$ cat config.mk
export PLATFORM = sky130hd
export DESIGN_NAME = inv_p_param
export DESIGN_NICKNAME = d
export VERILOG_FILES = /design/src/rtl/inv_p_pkg.sv /design/src/rtl/inv_p_step.sv /design/src/rtl/inv_p_param.sv
export SDC_FILE = /design/constraint.sdc
export NUM_CORES = 1
export LEC_CHECK = 0
export CAP_MARGIN = 25
export CORE_ASPECT_RATIO = 0.7
export CORE_UTILIZATION = 50
export CTS_BUF_LIST = sky130_fd_sc_hd__clkbuf_8
export DETAILED_ROUTE_END_ITERATION = 12
export GPL_TIMING_DRIVEN = 0
export PLACE_DENSITY = 0.71
export SLEW_MARGIN = 10
export SYNTH_ARGS = -nofsm -noshare
export SYNTH_HDL_FRONTEND = slang
export SYNTH_HIERARCHICAL = 1
export SYNTH_SLANG_ARGS = --single-unit
$ cat constraint.sdc
create_clock -name clk -period 18 [get_ports clk]
set_clock_uncertainty 0.1 [all_clocks]
set_input_delay 3.6 -clock clk [delete_from_list [all_inputs] [get_ports clk]]
set_output_delay 3.6 -clock clk [all_outputs]
set_load 0.01 [all_outputs]
$ cat src/rtl/inv_p_pkg.sv
// Shared definitions for the modular-inverse (P^-1 mod 2^W) engine.
package inv_p_pkg;

    typedef enum logic [1:0] {
        IDLE = 2'd0,
        RUN  = 2'd1,
        FIN  = 2'd2
    } state_t;

    localparam int unsigned DEF_W   = 65;
    localparam int unsigned DEF_BPC = 1;

    // Number of RUN cycles needed to resolve result bits 1..W-1.
    function automatic int unsigned run_cycles(input int unsigned w, input int unsigned bpc);
        return (w - 1 + bpc - 1) / bpc;
    endfunction

endpackage

$ cat src/rtl/inv_p_step.sv
// One Hensel-lifting bit step: if bit idx of S is set, add P<<idx to clear it.
module inv_p_step #(
    parameter int unsigned W  = 8,
    parameter int unsigned IW = 4
) (
    input  logic [W-1:0]  i_s,
    input  logic [W-1:0]  i_p,
    input  logic [IW-1:0] i_idx,
    output logic          o_x,
    output logic [W-1:0]  o_s
);

    logic [W-1:0] w_bit;
    logic [W-1:0] w_add;

    // Bit select and shifted operand; shifts past W simply fall off.
    always_comb begin
        w_bit = W'(1) << i_idx;
        w_add = i_p << i_idx;
    end

    assign o_x = |(i_s & w_bit);
    assign o_s = o_x ? (i_s + w_add) : i_s;

endmodule

$ cat src/rtl/inv_p_param.sv
// Iterative 2-adic inverse: X = P^-1 mod 2^W (or its negation), BPC bits per clock.
module inv_p_param
    import inv_p_pkg::*;
#(
    parameter int unsigned W   = DEF_W,
    parameter int unsigned BPC = DEF_BPC
) (
    input  logic         clk,
    input  logic         rst,
    input  logic         start,
    input  logic [W-1:0] in_p,
    input  logic         neg,
    output logic         busy,
    output logic         done,
    output logic         err,
    output logic [W-1:0] out_inv
);

    localparam int unsigned IW     = $clog2(W + BPC) + 1;
    localparam int unsigned NCYC   = run_cycles(W, BPC);
    // Index held in r_i during the final RUN cycle.
    localparam int unsigned LAST_I = 1 + (NCYC - 1) * BPC;

    state_t        r_state;
    logic [W-1:0]  r_s;
    logic [W-1:0]  r_p;
    logic [W-1:0]  r_x;
    logic [W-1:0]  r_out;
    logic          r_neg;
    logic          r_err;
    logic [IW-1:0] r_i;

    logic [W-1:0]  w_s [BPC+1];
    logic [W-1:0]  w_x [BPC+1];
    logic          w_last;
    logic [W-1:0]  w_res;

    assign w_s[0] = r_s;
    assign w_x[0] = r_x;

    // Chain of BPC bit steps; steps beyond index W-1 pass S and X through.
    for (genvar k = 0; k < BPC; k++) begin : g_step
        logic [IW-1:0] w_idx;
        logic          w_vld;
        logic          w_bit;
        logic [W-1:0]  w_s_nxt;

        assign w_idx = r_i + IW'(k);
        assign w_vld = (w_idx <= IW'(W - 1));

        inv_p_step #(
            .W  (W),
            .IW (IW)
        ) u_step (
            .i_s   (w_s[k]),
            .i_p   (r_p),
            .i_idx (w_idx),
            .o_x   (w_bit),
            .o_s   (w_s_nxt)
        );

        assign w_s[k+1] = w_vld ? w_s_nxt : w_s[k];
        assign w_x[k+1] = (w_vld && w_bit) ? (w_x[k] | (W'(1) << w_idx)) : w_x[k];
    end

    assign w_last = (r_i == IW'(LAST_I));
    assign w_res  = r_neg ? (W'(0) - w_x[BPC]) : w_x[BPC];

    // Control and datapath state; result and err are loaded on entry to FIN.
    always_ff @(posedge clk or posedge rst) begin
        if (rst) begin
            r_state <= IDLE;
            r_s     <= '0;
            r_p     <= '0;
            r_x     <= '0;
            r_out   <= '0;
            r_neg   <= 1'b0;
            r_err   <= 1'b0;
            r_i     <= '0;
        end else begin
            case (r_state)
                IDLE: begin
                    if (start) begin
                        r_p   <= in_p;
                        r_neg <= neg;
                        r_s   <= in_p;
                        r_x   <= W'(1);
                        r_i   <= IW'(1);
                        if (in_p[0]) begin
                            r_state <= RUN;
                        end else begin
                            // Even P has no inverse: report straight away.
                            r_state <= FIN;
                            r_err   <= 1'b1;
                            r_out   <= '0;
                        end
                    end
                end
                RUN: begin
                    r_s <= w_s[BPC];
                    r_x <= w_x[BPC];
                    r_i <= r_i + IW'(BPC);
                    if (w_last) begin
                        r_state <= FIN;
                        r_out   <= w_res;
                        r_err   <= 1'b0;
                    end
                end
                FIN: begin
                    r_state <= IDLE;
                end
                default: begin
                    r_state <= IDLE;
                end
            endcase
        end
    end

    assign busy    = (r_state == RUN);
    assign done    = (r_state == FIN);
    assign err     = r_err;
    assign out_inv = r_out;

endmodule

# == Yosys cells after proc, flatten, opt, wreduce, memory -nomap -nowiden ==
# Index checks and enable logic that the tools add are counted.
# Widths: inputs -> output; s select.
# classes
n_bitwise,2
n_shift,2
n_reduce_logical,9
n_eq_ne,8
magnitude_cmp,1
muxes,22
addsub,3
# ops
cell,count
$mux 65,9
$pmux 65 s2,3
$add 65x65->65,1
$and 65x65->65,1
$or 65x65->65,1
$reduce_or 65->1,1
$shl 1x8->65 const A,1
$shl 65x8->65,1
$sub 1x65->65 const A,1
$pmux 8 s2,1
$add 8x1->8 const B,1
$eq 8x7->1 const B,1
$le 8x7->1 const B,1
$mux 8,1
$reduce_and 4->1,2
$mux 2,3
$ne 2x1->1 const B,3
$reduce_and 2->1,3
$ne 2x2->1 const B,2
$pmux 2 s2,1
$mux 1,3
$eq 2x1->1 const B,1
$eq 2x2->1 const B,1
$logic_not 2->1,1
3 further kinds,3
# totals
wordCells,55
ff_bits,272
output_inout_bits,68

# == Logic depth before layout (Yosys ltp) ==
# Gate-level depths: netlist of run 1.
# depth
depth_word,9
depth_mapped,29
depth_no_buf,23

# == By module ==
# The synthesis of run 1 kept the hierarchy.
# by_module_without_submodules
mod,cells_per_inst,area_each_um2,n_inst,seq_area_each_um2
inv_p_param,1574,13445.4,1,6806.5
inv_p_step,1375,9261.4,1,0.0

# == Worst setup path after synthesis of run 1 ==
# No wires, ideal clock.
# synth_path
path_kind,register to register
startpoint,register r_i[0]
endpoint,register r_s[64]
arrival_time_ns,5.301
required_time_ns,17.818
n_path_buf,7
path_stages_with_launch,28
synth_period_minus_slack_ns,5.483
path_slack_ns,12.517
setup_time_ns,0.082
path_cell_list,dfrtp_1 > buf_4 > buf_6 > buf_4 > buf_2 > buf_4 > buf_2 > mux4_2 > mux2i_1 > nand2_1 > o21ai_1 > nor2_1 > a31oi_1 > o22ai_1 > ha_1 > clkbuf_8 > nand4_2 > nor4_4 > nand2_2 > or3_4 > o221ai_1 > o21ai_1 > o21ai_1 > nand2_1 > a221o_1 > o22ai_1 > nand2_1 > a31oi_1
# synth_between
elab_chain_cells,5
word_cells_on_any_way,12
# synth_lines
item,line,text
from (decl),inv_p_param.sv:31,logic [IW-1:0] r_i;
from (signal assigned),inv_p_param.sv:102,r_i <= r_i + IW'(BPC);
$shl 65x8->65,inv_p_step.sv:19,w_add = i_p << i_idx;
$add 65x65->65,inv_p_step.sv:23,assign o_s = o_x ? (i_s + w_add) : i_s;
$mux 65,inv_p_step.sv:23,
named net g_step[0].w_s_nxt[64],inv_p_param.sv:46,logic [W-1:0] w_s_nxt;
$mux 65,inv_p_param.sv:62,assign w_s[k+1] = w_vld ? w_s_nxt : w_s[k];
$pmux 65 s2,inv_p_param.sv:81,case (r_state)
to (signal assigned),inv_p_param.sv:86,r_s <= in_p;
to (signal assigned),inv_p_param.sv:100,r_s <= w_s[BPC];
to (decl),inv_p_param.sv:25,logic [W-1:0] r_s;
# The timed path passes the listed nets, and every way through them passes these cells. The select of a mux whose other input is x is not followed.
# A chain may end at the register's enable or synchronous reset.

# == Final worst setup path of run 1 ==
# layout_path
startpoint,register r_i[1]
endpoint,"register r_out[64], in the netlist out_inv[64]"
# layout_between
elab_chain_cells,9
word_cells_on_any_way,14
# layout_lines
item,line,text
$shl 1x8->65 (*),inv_p_step.sv:18,w_bit = W'(1) << i_idx;
$and 65x65->65 (*),inv_p_step.sv:22,assign o_x = |(i_s & w_bit);
$reduce_or 65->1 (*),inv_p_step.sv:22,
named net g_step[0].w_bit,inv_p_param.sv:45,logic w_bit;
$logic_and 1x1->1 (*),inv_p_param.sv:63,assign w_x[k+1] = (w_vld && w_bit) ? (w_x[k] | (W'(1) << w_idx)) : w_x[k];
$mux 65 (*),inv_p_param.sv:63,
$sub 1x65->65,inv_p_param.sv:67,assign w_res = r_neg ? (W'(0) - w_x[BPC]) : w_x[BPC];
$mux 65 (*),inv_p_param.sv:67,
$mux 65 (*),inv_p_param.sv:103,if (w_last) begin
$pmux 65 s2 (*),inv_p_param.sv:81,
to (signal assigned),inv_p_param.sv:105,r_out <= w_res;
to (decl),inv_p_param.sv:28,logic [W-1:0] r_out;
# Mark *: on every way through the listed nets, which the timed path passes. The rest lies on a longest branch. The select of a mux whose other input is x is not followed.

==> results of run 1 <==
==> routing by layer <==
layer / track usage [%] / wire, um / vias to the layer above
met2: 55.3 / 39000 / 2276
met3: 24.9 / 21600 / 280
li1: - / - / 10900
met4: 13.5 / 3470 / 4
met5: 1.13 / 91 / -
met1: 71.1 / 47700 / 12700
==> registers in the layout, summed over array words and instances, names as in the netlist <==
name / count
out_inv: 65
r_p: 65
r_s: 65
r_x: 65
r_i: 8
r_state: 2
err: 1
r_neg: 1
==> tightest hold or removal path: stages (launching register included) <==
cell     delay [ns]
dfrtp_1        0.34
nand2_1        0.04
o21ai_0        0.06
==> through the flow <==
stage                     std cells  hold WS, ns  cell area, um^2
final                          3768        0.379            25900
after global routing           3765        0.404            25900
after CTS                      3760        0.383            25900
after detailed placement       3684        0.367            24900
after global placement         3679        0.360            24800
after floorplan                2949        0.345            22700
==> cells by family (layout without fill, tap and decap cells) <==
| logic type | Yosys count | after routing |
|---|---|---|
| simple gates | 1314 | 1314 |
| mux | 154 | 154 |
| other cells | 0 | 4 |
| buf+inv | 255 | 476 |
| xor+xnor | 121 | 121 |
| flops | 272 | 272 |
| fa+ha+maj | 72 | 72 |
| compound gates | 761 | 761 |
==> Yosys cell counts, types with 13 or more instances <==
library cell and instances:
o21ai_1 30, clkbuf_1 142, mux4_2 41, nor3_1 72, inv_1 20, mux2_2 27, and3_1 23, nand2_1 645
ha_1 71, nor2_1 349, nand4_1 40, buf_6 20, and2_1 20, buf_2 28, o31ai_1 16, a211oi_1 13
o211ai_1 15, nand2b_1 15, nand3_1 51, nor2b_1 15, mux2i_1 81, o21ai_0 147, o22ai_1 29, o22a_1 13
dfrtp_1 272, buf_1 29, a21o_1 44, xor2_1 34, xnor2_1 87, a31oi_1 134, a22o_1 17, a21oi_1 179
==> worst max-delay path by stage <==
stage	end	slack, ns
floorplan	err	6.80
global placement	r_s[61]	3.56
detailed placement	r_s[64]	9.26
CTS	r_s[64]	9.23
global route	r_s[64]	8.52
finish	out_inv[64]	8.24
==> area by class of cell <==
type                            count  area [um^2]
Multi-Input combinational cell   2422        14700
Inverter                           24         97.6
Buffer                            231         1100
Antenna cell                        4         10.0
Clock inverter                     20          184
Sequential cell                   272         6810
Fill cell                        4011        18300
Tap cell                          594          743
Timing Repair Buffer              145         1490
Clock buffer                       56          771
==> results.md, run 1 <==
- Status: complete, no violations
- Sequential share of the synthesized area: 30.0%
- Vias in the first global route: 23800
- Setup crit start: r_i[1]
- Share of cells above drive strength 1: 8.20%
- Post-synth EDFFs: 0
- CTS H-tree lvls: 2
- TritonCTS clock tree: done
- Critical R2R Capture: out_inv[64]
- Synth-to-layout area growth: 14.2%
- Worst R2R Path Depth: 23
- Slew Viols, Final: 0
- Worst-path clk slew: 0.06 ns
- Commonest non-fill, non-tap cells in the layout: nand2_1 (645), nor2_1 (349), dfrtp_1 (272)
- Post-Synthesis Cells: 2949
- Worst-Skew Late Latency: 0.64 ns
- Synthesized cell area: 22700 um^2
- Multiplexer share of the synthesized area: 9.24%
- Hold/Removal Path Class: register to register
- Setup TNS: 0 ns
- Ys flop type: dfrtp_1
- Largest area contributor in the netlist: dfrtp_1
- HP Start: out_inv[12]
- Compound-Gate Fraction of Synth Area: 21.6%
- Pre-antenna DRT Iters: 6
- Slowest cell delay on critical path: 1.08 ns
- Die width: 257 um
- YS warnings: 6
- Core area: 44200 um^2
- Setup violators final: 0
- Drt drc: 0
- Ys async rst share: 100%
- CP Data Required Time: 18.36 ns
- Stages on worst setup path: 23
- WL/cell: 29.7 um
- Final Util: 58.6%
- Endpoint with the worst hold slack: out_inv[12]
- Largest net degree at the start of global routing: 111
- Worst Path Max Fanout: 14
- Die H: 180 um
- Worst Hold Depth: 2
- CP Launch Type: register
- Area share of fa/ha/maj cells after synthesis: 4.00%
- Post-cts hold buffer count: 0
- Critical-path top delay cell: nor4_1
- Final GP Congestion: 1.11
- Crit path arrival time: 10.12 ns
- Main area contributors after synthesis: dfrtp_1 (30%), nand2_1 (11%), nor2_1 (5.8%)
- Register-to-register setup slack: 8.24 ns
- Nets: 3283
- Post-DP HPWL: 89400 um
- PnR worst setup slack: 8.24 ns
- Drt via density: 6.96
- Longest Clk Path Bufs: 3
- CP most frequent cell: buf_2
- Final wirelength: 112000 um
- Via count: 26200
- Post-route ant nets: 0
- Final period utilization: 54.2%
- Post-synth top area share: 30.0%
- Post-Synth Simple-Gate Area: 25.3%
- Worst Max-Slew Pin Slew: 1.18 ns
- Place WS: 9.26 ns
- Most common cell after layout, fill and taps aside: nand2_1
- Global-route wire length before repair: 160000 um
- I/O Buffers: 136
- Initial Util: 51.4%
- Syn nets: 3090
- Hold Vio Cnt, Final: 0
- Antenna violations before repair: 6
- Max Freq: 102 MHz
- CTS-repair resized insts: 0
- # clock sinks: 272
- Syn Area/Cell: 7.70 um^2
- Tmin final: 9.76 ns
- Iteration-0 DRC Markers: 4658
- Full die area: 46300 um^2
- CP Cell Sequence: buf_2 -> clkbuf_1 -> nor2_1 -> a31oi_1 -> o221ai_1 -> a21oi_1 -> o21ai_1 -> a31o_1 -> buf_2 -> buf_2 -> buf_1 -> nor4bb_1 -> buf_2 -> buf_1 -> a21oi_1 -> ha_1 -> nor3b_1 -> nand4_1 -> nor4_1 -> nand4_1 -> o41ai_1 -> xnor2_1 -> o21ai_1
- Setup bufs post-CTS: 0
- Max transition margin: 20.8%
- Crit path max-delay family: buffers and inverters
- Largest family of logic cells by synthesized area: simple AND/OR/NAND/NOR gates
- GRT Total Usage: 47.1%
- Num CTS Buffers: 46
- Count of cell types in the netlist: 105
- Top Ports: 137
- Worst Setup Path Type: register to register
- Max cap viols: 0
- Root Buffer: clkbuf_8
- RSZ-0062 raised after global routing: no
- Worst setup EP type: register
- Synthesized flop and latch total: 272
- Worst r2r src: r_i[1]
- WP buf/inv: 7
- Placement Rows: 64
- Post-synthesis xor/xnor area fraction: 4.67%
- Total grt overflow: 0
Power of run 1 is left out: the tool's default activity adds up to more than one toggle a clock period on the data nets, which glitch-free logic cannot reach.
==> run 2: changes to the inputs <==
Settings changed: PLACE_DENSITY 0.71 to 0.74.
Clock period 18 ns to 8.53 ns, I/O delays scaled along.
==> run 2 against run 1 <==
- the run now ends with negative setup slack left
- final area grew 0.29%
- sequential share of layout area is 0.076 points lower
- setup slack lost 8.6 ns
- critical path type unchanged
==> results.md, run 2 (same netlist as run 1, synthesis figures left out) <==
- Worst Max-Slew Pin Slew: 1.22 ns
- Worst r2r src: r_i[2]
- Placement Rows: 64
- Post-route ant nets: 0
- Post-cts hold buffer count: 0
- Iteration-0 DRC Markers: 4933
- Final period utilization: 104%
- Pre-antenna DRT Iters: 12
- Commonest non-fill, non-tap cells in the layout: nand2_1 (645), nor2_1 (349), dfrtp_1 (272)
- Hold Vio Cnt, Final: 0
- Synth-to-layout area growth: 14.5%
- Via count: 26300
- Drt via density: 6.98
- Final wirelength: 114000 um
- CTS H-tree lvls: 2
- CP Cell Sequence: inv_2 -> clkdlybuf4s15_2 -> nor3_1 -> a221oi_1 -> o221ai_1 -> a21oi_1 -> o21ai_1 -> a31o_1 -> buf_2 -> buf_2 -> clkbuf_2 -> nor4bb_1 -> buf_2 -> buf_1 -> a21oi_1 -> ha_1 -> nor3b_1 -> nand4_1 -> nor4_2 -> nand4_1 -> o41ai_1 -> xnor2_1 -> o21ai_1
- CP Data Required Time: 8.87 ns
- Worst Setup Path Type: register to register
- Setup bufs post-CTS: 0
- HP Start: out_inv[58]
- Initial Util: 51.4%
- I/O Buffers: 136
- Area of the multi-input gates: 14800 um^2
- PnR worst setup slack: -0.356 ns
- Antenna violations before repair: 5
- Drt drc: 0
- Worst-path clk slew: 0.06 ns
- Fillers: 3995
- Setup TNS: -3.04 ns
- Setup violators final: 22
- # clock sinks: 272
- Root Buffer: clkbuf_8
- Global-route wire length before repair: 163000 um
- Hold/Removal Path Class: register to register
- FF/Latch Area: 6810 um^2
- Critical-path top delay cell: nor4_2
- Vias in the first global route: 24200
- Max transition margin: 18.9%
- Most common cell after layout, fill and taps aside: nand2_1
- Slowest cell delay on critical path: 0.76 ns
- Final Util: 58.8%
- WL/cell: 30.2 um
- Full die area: 46300 um^2
- Place WS: -0.287 ns
- Core area: 44200 um^2
- TritonCTS clock tree: done
- Worst Hold Depth: 2
- Crit path arrival time: 9.23 ns
- CP most frequent cell: buf_2
- Status: finished with violations
- Share of cells above drive strength 1: 8.86%
- Tmin final: 8.89 ns
- Die H: 180 um
- Num CTS Buffers: 46
- Final GP Congestion: 1.10
- Worst R2R Path Depth: 23
- Critical R2R Capture: out_inv[64]
- Top Ports: 137
- Die width: 257 um
- Max Freq: 113 MHz
- Nets: 3288
- Endpoint with the worst hold slack: out_inv[58]
- Register-to-register setup slack: -0.36 ns
- Largest net degree at the start of global routing: 41
- Violated checks: negative setup slack
- Total grt overflow: 0
- Max cap viols: 0
- Slew Viols, Final: 0
- Worst setup EP type: register
- Post-DP HPWL: 90200 um
- Worst Path Max Fanout: 15
- CP Launch Type: register
- Worst-Skew Late Latency: 0.65 ns
- Hold slack: 0.379 ns
- GRT Total Usage: 47.9%
- Longest Clk Path Bufs: 3
## run 2: changes by cell type in the layout (fill, tap and decap cells not counted), sizes merged
cell	before	now
clkinvlp	1	3
bufinv	3	1
inv	34	32
clkinv	6	9
clkdlybuf4s15	0	3
buf	96	97
clkbuf	200	197
clkdlybuf4s18	0	1
## run 2: critical path, delay by kind of cell (launching register included)
kind	cells	cell delay (ns)
adders and majority gates	1	0.30
buffers and inverters	7	3.02
AOI/OAI and AO/OA	8	2.20
and+or+nand+nor	6	2.13
xor gates and xnor gates	1	0.21
DFF	1	0.69
## run 2: repair_timing
item / CTS / global route
hold endpoints to repair: 0 / 0
gates cloned: 0 / 0
setup endpoints to repair: 6 / 32
gates resized for setup: 5 / 23
## run 2: how the worst max path moves through the flow
stage                       from  slack [ns]     endpoint
after global placement    r_i[2]       -0.63  out_inv[62]
final                     r_i[2]       -0.36  out_inv[64]
after floorplan           r_i[0]        3.05      r_s[64]
after CTS                 r_i[1]       0.005      r_s[64]
after global routing      r_i[0]       -0.01  out_inv[64]
after detailed placement  r_i[1]       -0.29      r_s[64]
## run 2: routing by layer
layer | vias to the layer above | global-route usage (%) | routed length [um]
met5 | - | 0 | 339
met4 | 12 | 14.2 | 3640
met3 | 310 | 26.5 | 21400
met2 | 2345 | 57.3 | 40100
met1 | 12800 | 70.5 | 48500
li1 | 10900 | - | -
## run 2: through the flow
stage | std cells | cell area [um^2]
after detailed placement | 3691 | 25000
after global routing | 3768 | 26000
after floorplan | 2949 | 22700
after global placement | 3679 | 24800
final | 3771 | 26000
after CTS | 3765 | 25900
## run 2: area by class of cell
class	instances	share of cell area, %
multi-input cells	2422	56.9
flip-flops and latches	272	26.2
repair buffers	150	6.04
plain buffers	231	4.36
well taps	594	2.86
clock buffers	53	2.81
clock inverters	21	0.510
inverters	24	0.361
diodes	4	0.0385
Power of run 2 is left out for the same reason.
